==> config.mk <==
export PLATFORM = sky130hd
export DESIGN_NAME = int_sched
export DESIGN_NICKNAME = d
export VERILOG_FILES = /design/src/rtl/int_sched_pkg.sv /design/src/rtl/sii_sync.sv /design/src/rtl/int_sched.sv
export SDC_FILE = /design/constraint.sdc
export NUM_CORES = 1
export LEC_CHECK = 0
export BUFFER_PORTS_ARGS = -buffer_cell sky130_fd_sc_hd__buf_2
export CORE_AREA = 4 4 51 53
export DETAILED_ROUTE_END_ITERATION = 10
export DIE_AREA = 0 0 55 57
export MAX_ROUTING_LAYER = met4
export PLACE_DENSITY = 0.71
export SYNTH_ARGS = -nofsm -noshare
export SYNTH_HDL_FRONTEND = slang
export SYNTH_HIERARCHICAL = 1
export SYNTH_SLANG_ARGS = --single-unit
==> constraint.sdc <==
create_clock -name clk -period 1.71 [get_ports clk]
set_clock_uncertainty 0.2 [all_clocks]
set_input_delay 0 -clock clk [delete_from_list [all_inputs] [get_ports clk]]
set_output_delay 0 -clock clk [all_outputs]
set_load 0.1 [all_outputs]
==> src/rtl/int_sched_pkg.sv <==
// int_sched_pkg: shared cause codes, FSM encoding and mcause helper for the interrupt scheduler.
package int_sched_pkg;
    localparam int WORD_WIDTH = 32;
    localparam logic [3:0] CAUSE_MSI = 4'd3;
    localparam logic [3:0] CAUSE_MTI = 4'd7;
    localparam logic [3:0] CAUSE_MEI = 4'd11;

    typedef enum logic [1:0] {
        ST_IDLE    = 2'd0,
        ST_REQ     = 2'd1,
        ST_CLEAR   = 2'd2,
        ST_SERVICE = 2'd3
    } state_e;

    function automatic logic [WORD_WIDTH-1:0] mk_cause(input logic [3:0] code);
        return {1'b1, {(WORD_WIDTH-5){1'b0}}, code};
    endfunction
endpackage

==> src/rtl/sii_sync.sv <==
// sii_sync: two-flop synchronizer for a single asynchronous level.
module sii_sync (
    input  logic clk,
    input  logic rst_n,
    input  logic d_i,
    output logic q_o
);
    logic [1:0] sync_q;

    always_ff @(posedge clk or negedge rst_n) begin
        if (!rst_n) sync_q <= 2'b00;
        else        sync_q <= {sync_q[0], d_i};
    end

    assign q_o = sync_q[1];
endmodule

==> src/rtl/int_sched.sv <==
// int_sched: latches CLINT/external interrupts and runs the request/ack/clear/service handshake with the core.
module int_sched
    import int_sched_pkg::*;
#(
    parameter bit EXT_IRQ_SYNC = 1'b1
) (
    input  logic                  clk,
    input  logic                  rst_n,
    input  logic                  irq_timer,
    input  logic                  irq_software,
    input  logic                  irq_external,
    input  logic                  mstatus_mie,
    input  logic                  mie_meie,
    input  logic                  mie_msie,
    input  logic                  mie_mtie,
    input  logic                  int_ack,
    input  logic                  mret,
    output logic                  int_req,
    output logic [WORD_WIDTH-1:0] int_cause,
    output logic                  mip_meip,
    output logic                  mip_msip,
    output logic                  mip_mtip,
    output logic                  timer_int_clear,
    output logic                  software_int_clear
);
    state_e                state_q, state_d;
    logic                  req_q, req_d;
    logic [WORD_WIDTH-1:0] cause_q, cause_d;
    logic                  meip_q, msip_q, msip_d, mtip_q, mtip_d;
    logic                  tclr_q, tclr_d, sclr_q, sclr_d;
    logic                  tprev_q, sprev_q;
    logic                  ext_s, take, pend_any, taken_mti, taken_msi;
    logic [3:0]            sel_code;

    if (EXT_IRQ_SYNC) begin : g_sync
        sii_sync u_sync (.clk(clk), .rst_n(rst_n), .d_i(irq_external), .q_o(ext_s));
    end else begin : g_nosync
        assign ext_s = irq_external;
    end

    always_comb begin
        pend_any  = (meip_q & mie_meie) | (msip_q & mie_msie) | (mtip_q & mie_mtie);
        sel_code  = (meip_q & mie_meie) ? CAUSE_MEI : (msip_q & mie_msie) ? CAUSE_MSI : CAUSE_MTI;
        taken_mti = cause_q == mk_cause(CAUSE_MTI);
        taken_msi = cause_q == mk_cause(CAUSE_MSI);
        state_d   = state_q;
        req_d     = req_q;
        cause_d   = cause_q;
        tclr_d    = 1'b0;
        sclr_d    = 1'b0;
        take      = 1'b0;
        case (state_q)
            ST_IDLE: if (mstatus_mie && pend_any) begin
                state_d = ST_REQ;
                req_d   = 1'b1;
                cause_d = mk_cause(sel_code);
            end
            // ack beats a simultaneous global-enable drop
            ST_REQ: if (int_ack) begin
                state_d = ST_CLEAR;
                req_d   = 1'b0;
                take    = 1'b1;
                tclr_d  = taken_mti;
                sclr_d  = taken_msi;
            end else if (!mstatus_mie) begin
                state_d = ST_IDLE;
                req_d   = 1'b0;
            end
            ST_CLEAR:   state_d = ST_SERVICE;
            ST_SERVICE: if (mret) state_d = ST_IDLE;
            default:    state_d = ST_IDLE;
        endcase
        mtip_d = (irq_timer & ~tprev_q) | (mtip_q & ~(take & taken_mti));
        msip_d = (irq_software & ~sprev_q) | (msip_q & ~(take & taken_msi));
    end

    always_ff @(posedge clk or negedge rst_n) begin
        if (!rst_n) begin
            state_q <= ST_IDLE;
            req_q   <= 1'b0;
            cause_q <= '0;
            meip_q  <= 1'b0;
            msip_q  <= 1'b0;
            mtip_q  <= 1'b0;
            tclr_q  <= 1'b0;
            sclr_q  <= 1'b0;
            tprev_q <= 1'b0;
            sprev_q <= 1'b0;
        end else begin
            state_q <= state_d;
            req_q   <= req_d;
            cause_q <= cause_d;
            meip_q  <= ext_s;
            msip_q  <= msip_d;
            mtip_q  <= mtip_d;
            tclr_q  <= tclr_d;
            sclr_q  <= sclr_d;
            tprev_q <= irq_timer;
            sprev_q <= irq_software;
        end
    end

    assign int_req            = req_q;
    assign int_cause          = cause_q;
    assign mip_meip           = meip_q;
    assign mip_msip           = msip_q;
    assign mip_mtip           = mtip_q;
    assign timer_int_clear    = tclr_q;
    assign software_int_clear = sclr_q;
endmodule

==> flow_summary.json <==
{
  "status": "finished clean",
  "post-cts-setup-buffers": 0,
  "grt_pass1_wl_um": 2240,
  "wirelength_um": 1510,
  "synth_ff_type": "dfrtp_1",
  "dpl-instance-area_sq_um": 828,
  "drc_errors": 0,
  "tns_ns": 0,
  "core_sq_um": 2150,
  "critPathMaxFanout": 8,
  "vias_per_cell": 4.03,
  "drt_iter0_markers": 9,
  "fin_cells": 137,
  "worst_skew_pair.late_latency_ns": 0.27,
  "cts_inserted_buffers": 3,
  "worstPathRequired_ns": 1.67,
  "worstPathArrival_ns": 1.54,
  "clk_pin_slew_ns": 0.08,
  "cp_slowest_cell": "dlygate4sd3_1",
  "final_cell_area_sq_um": 976,
  "maxSlewHeadroom_pct": 53.4,
  "hold_viol_final": 0,
  "final_nets": 121,
  "synth_top_area_cell": "dfrtp_1",
  "routabilityCongestion": 0.783,
  "cp-start-kind": "register",
  "worstPathBufferInverterCount": 1,
  "tightestPinTransition_ns": 0.697,
  "dp_cells": 121,
  "critical_path_class": "register to register",
  "h-tree-depth": 1,
  "cts_tree": "yes",
  "syn_inst": 76,
  "sw_frac_of_total_pct": 60.0,
  "period_needed_ns": 1.58,
  "p_sw_mw": 1.10,
  "syn-mean-instance-area_sq_um": 10.7,
  "ys_types": 24,
  "p_leak_nw": 0.481,
  "synth_warnings": 6,
  "cts_root_buf": "clkbuf_4",
  "hold_ws_ns": 0.156,
  "crit_chain": "a21oi_1 > a31oi_1 > dlygate4sd3_1",
  "pin_count": 49,
  "crit_path_end_kind": "register",
  "setup_violations": 0,
  "synth_most_common_cell": "buf_4",
  "clock_power_share_pct": 10.5,
  "syn_to_final_growth_pct": 20.0,
  "ant_nets": 0,
  "max_stage_delay_ns": 0.57,
  "antenna_found_initial": 0,
  "grt_use_total_pct": 9.94,
  "dieArea_sq_um": 3140,
  "fillers": 214,
  "p_int_mw": 0.731,
  "port_buffers": 21,
  "total_power_mw": 1.83,
  "dr.pass1.iters": 5,
  "grt_start_max_net_pins": 16,
  "grt_pass1_vias": 531,
  "numClockSinks": 15,
  "p_seq_share_pct": 31.5,
  "vdd_drop_max_mv": 0.724,
  "start_util_pct": 37.9,
  "grt_overflow": 0,
  "critical-path-top-delay-family": "buffers and inverters",
  "die_x_um": 55,
  "vias": 552,
  "post_drt_wl_per_cell_um": 11.0,
  "synth.area.top_cells": "dfrtp_1 (46%), buf_4 (27%), nor3b_4 (2.3%), a21oi_1 (1.8%), inv_1 (1.8%)",
  "clock.fmax_mhz": 632,
  "holdCritPathClass": "register to register",
  "core.rowCount": 17,
  "cts_buffer_depth": 2,
  "die_h_um": 57,
  "power_density_nw_per_um2": 1870,
  "yosys-top-cells-count": "buf_4 (29), dfrtp_1 (15), inv_1 (4), a21oi_1 (3), nor2_1 (3)",
  "place_hpwl_um": 1140,
  "netlist.area_leader.share_pct": 46.2,
  "max-cap-violations": 0,
  "yosys_register_bits": 15,
  "p_comb_share_pct": 57.9,
  "rsz0062_at_grt": "no",
  "seq_area_frac_synth_pct": 46.2,
  "num_antenna_cells": 0,
  "syn-cell-area_sq_um": 813,
  "synth_edf_count": 0,
  "largest_reg_flops": 3,
  "synthArstFlopShare_pct": 100,
  "drive_gt1_share_pct": 31.2,
  "final-max-slew-violation-count": 0,
  "post-route-period-util_pct": 92.5
}
final cells by class:
cell class	count	area, sq um	share of cell area [%]
Multi-Input combinational cell	53	292	29.9
Sequential cell	15	383	39.2
Tap cell	28	35.0	3.59
Inverter	4	15.0	1.54
Clock buffer	4	26.3	2.69
Timing Repair Buffer	33	225	23.1
power groups by stage:
| stage | logic (mW) | registers (mW) | clock network [mW] |
|---|---|---|---|
| 5_1_grt | 1.11 | 0.593 | 0.221 |
| 3_5_place_dp | 1.02 | 0.578 | 0 |
| 2_1_floorplan | 0.583 | 0.958 | 0 |
| 6_report | 1.06 | 0.576 | 0.192 |
| 4_1_cts | 1.06 | 0.571 | 0.202 |
| 3_3_place_gp | 1.01 | 0.572 | 0 |
layout by cell type (no fill, tap or decap), types with 2 or more instances in the layout:
cell type	Yosys	routed
nor2_1	3	3
a21oi_1	3	3
inv_1	4	4
clkbuf_4	0	3
buf_2	0	21
conb_1	1	27
dlygate4sd3_1	0	12
dfrtp_1	15	9
nand2b_1	2	2
a31oi_1	2	2
dfrtp_2	0	6
o21ai_0	2	2
worst paths after layout:
path | from | endpoint | slack [ns] | depth (start not counted)
setup / recovery | register | register | 0.13 | 3
hold / removal | g_sync.u_sync/sync_q[1] | mip_meip | 0.16 | 0
setup reg to reg | register | register | 0.13 | 3
hold reg to reg | g_sync.u_sync/sync_q[1] | mip_meip | 0.16 | 0
max in group asynchronous | rst_n | mip_msip | 0.18 | 3
min in group asynchronous | rst_n | int_req | 0.64 | 3
layer usage:
layer	vias up	GRT usage (%)	wire, um
met5	-	-	0
met3	0	3.39	202
met2	35	16.4	695
li1	261	-	-
met1	256	11.0	611
met4	0	3.13	0
what timing repair did:
item | CTS | global route
endpoints found under the setup margin | 0 | 1
hold buffers | 12 | 0
gates resized for setup | 0 | 1
endpoints found under the hold margin | 28 | 0
through the flow:
stage / util [%] / setup WS (ns)
final: 45.4 / 0.127
after global routing: 45.4 / 0.0263
after CTS: 45.4 / 0.0914
after detailed placement: 38.6 / 0.251
after global placement: 38.6 / 0.286
after floorplan: - / 0.0614
cells by family after synthesis:
kind of cell,Yosys count,synth area share [%]
muxes,1,1.23
AOI/OAI and AO/OA,13,11.2
and+or+nand+nor,12,10.9
buffers and inverters,34,30.0
DFF,15,46.2
other,1,0.461
Power figures use the tool's default switching activity.
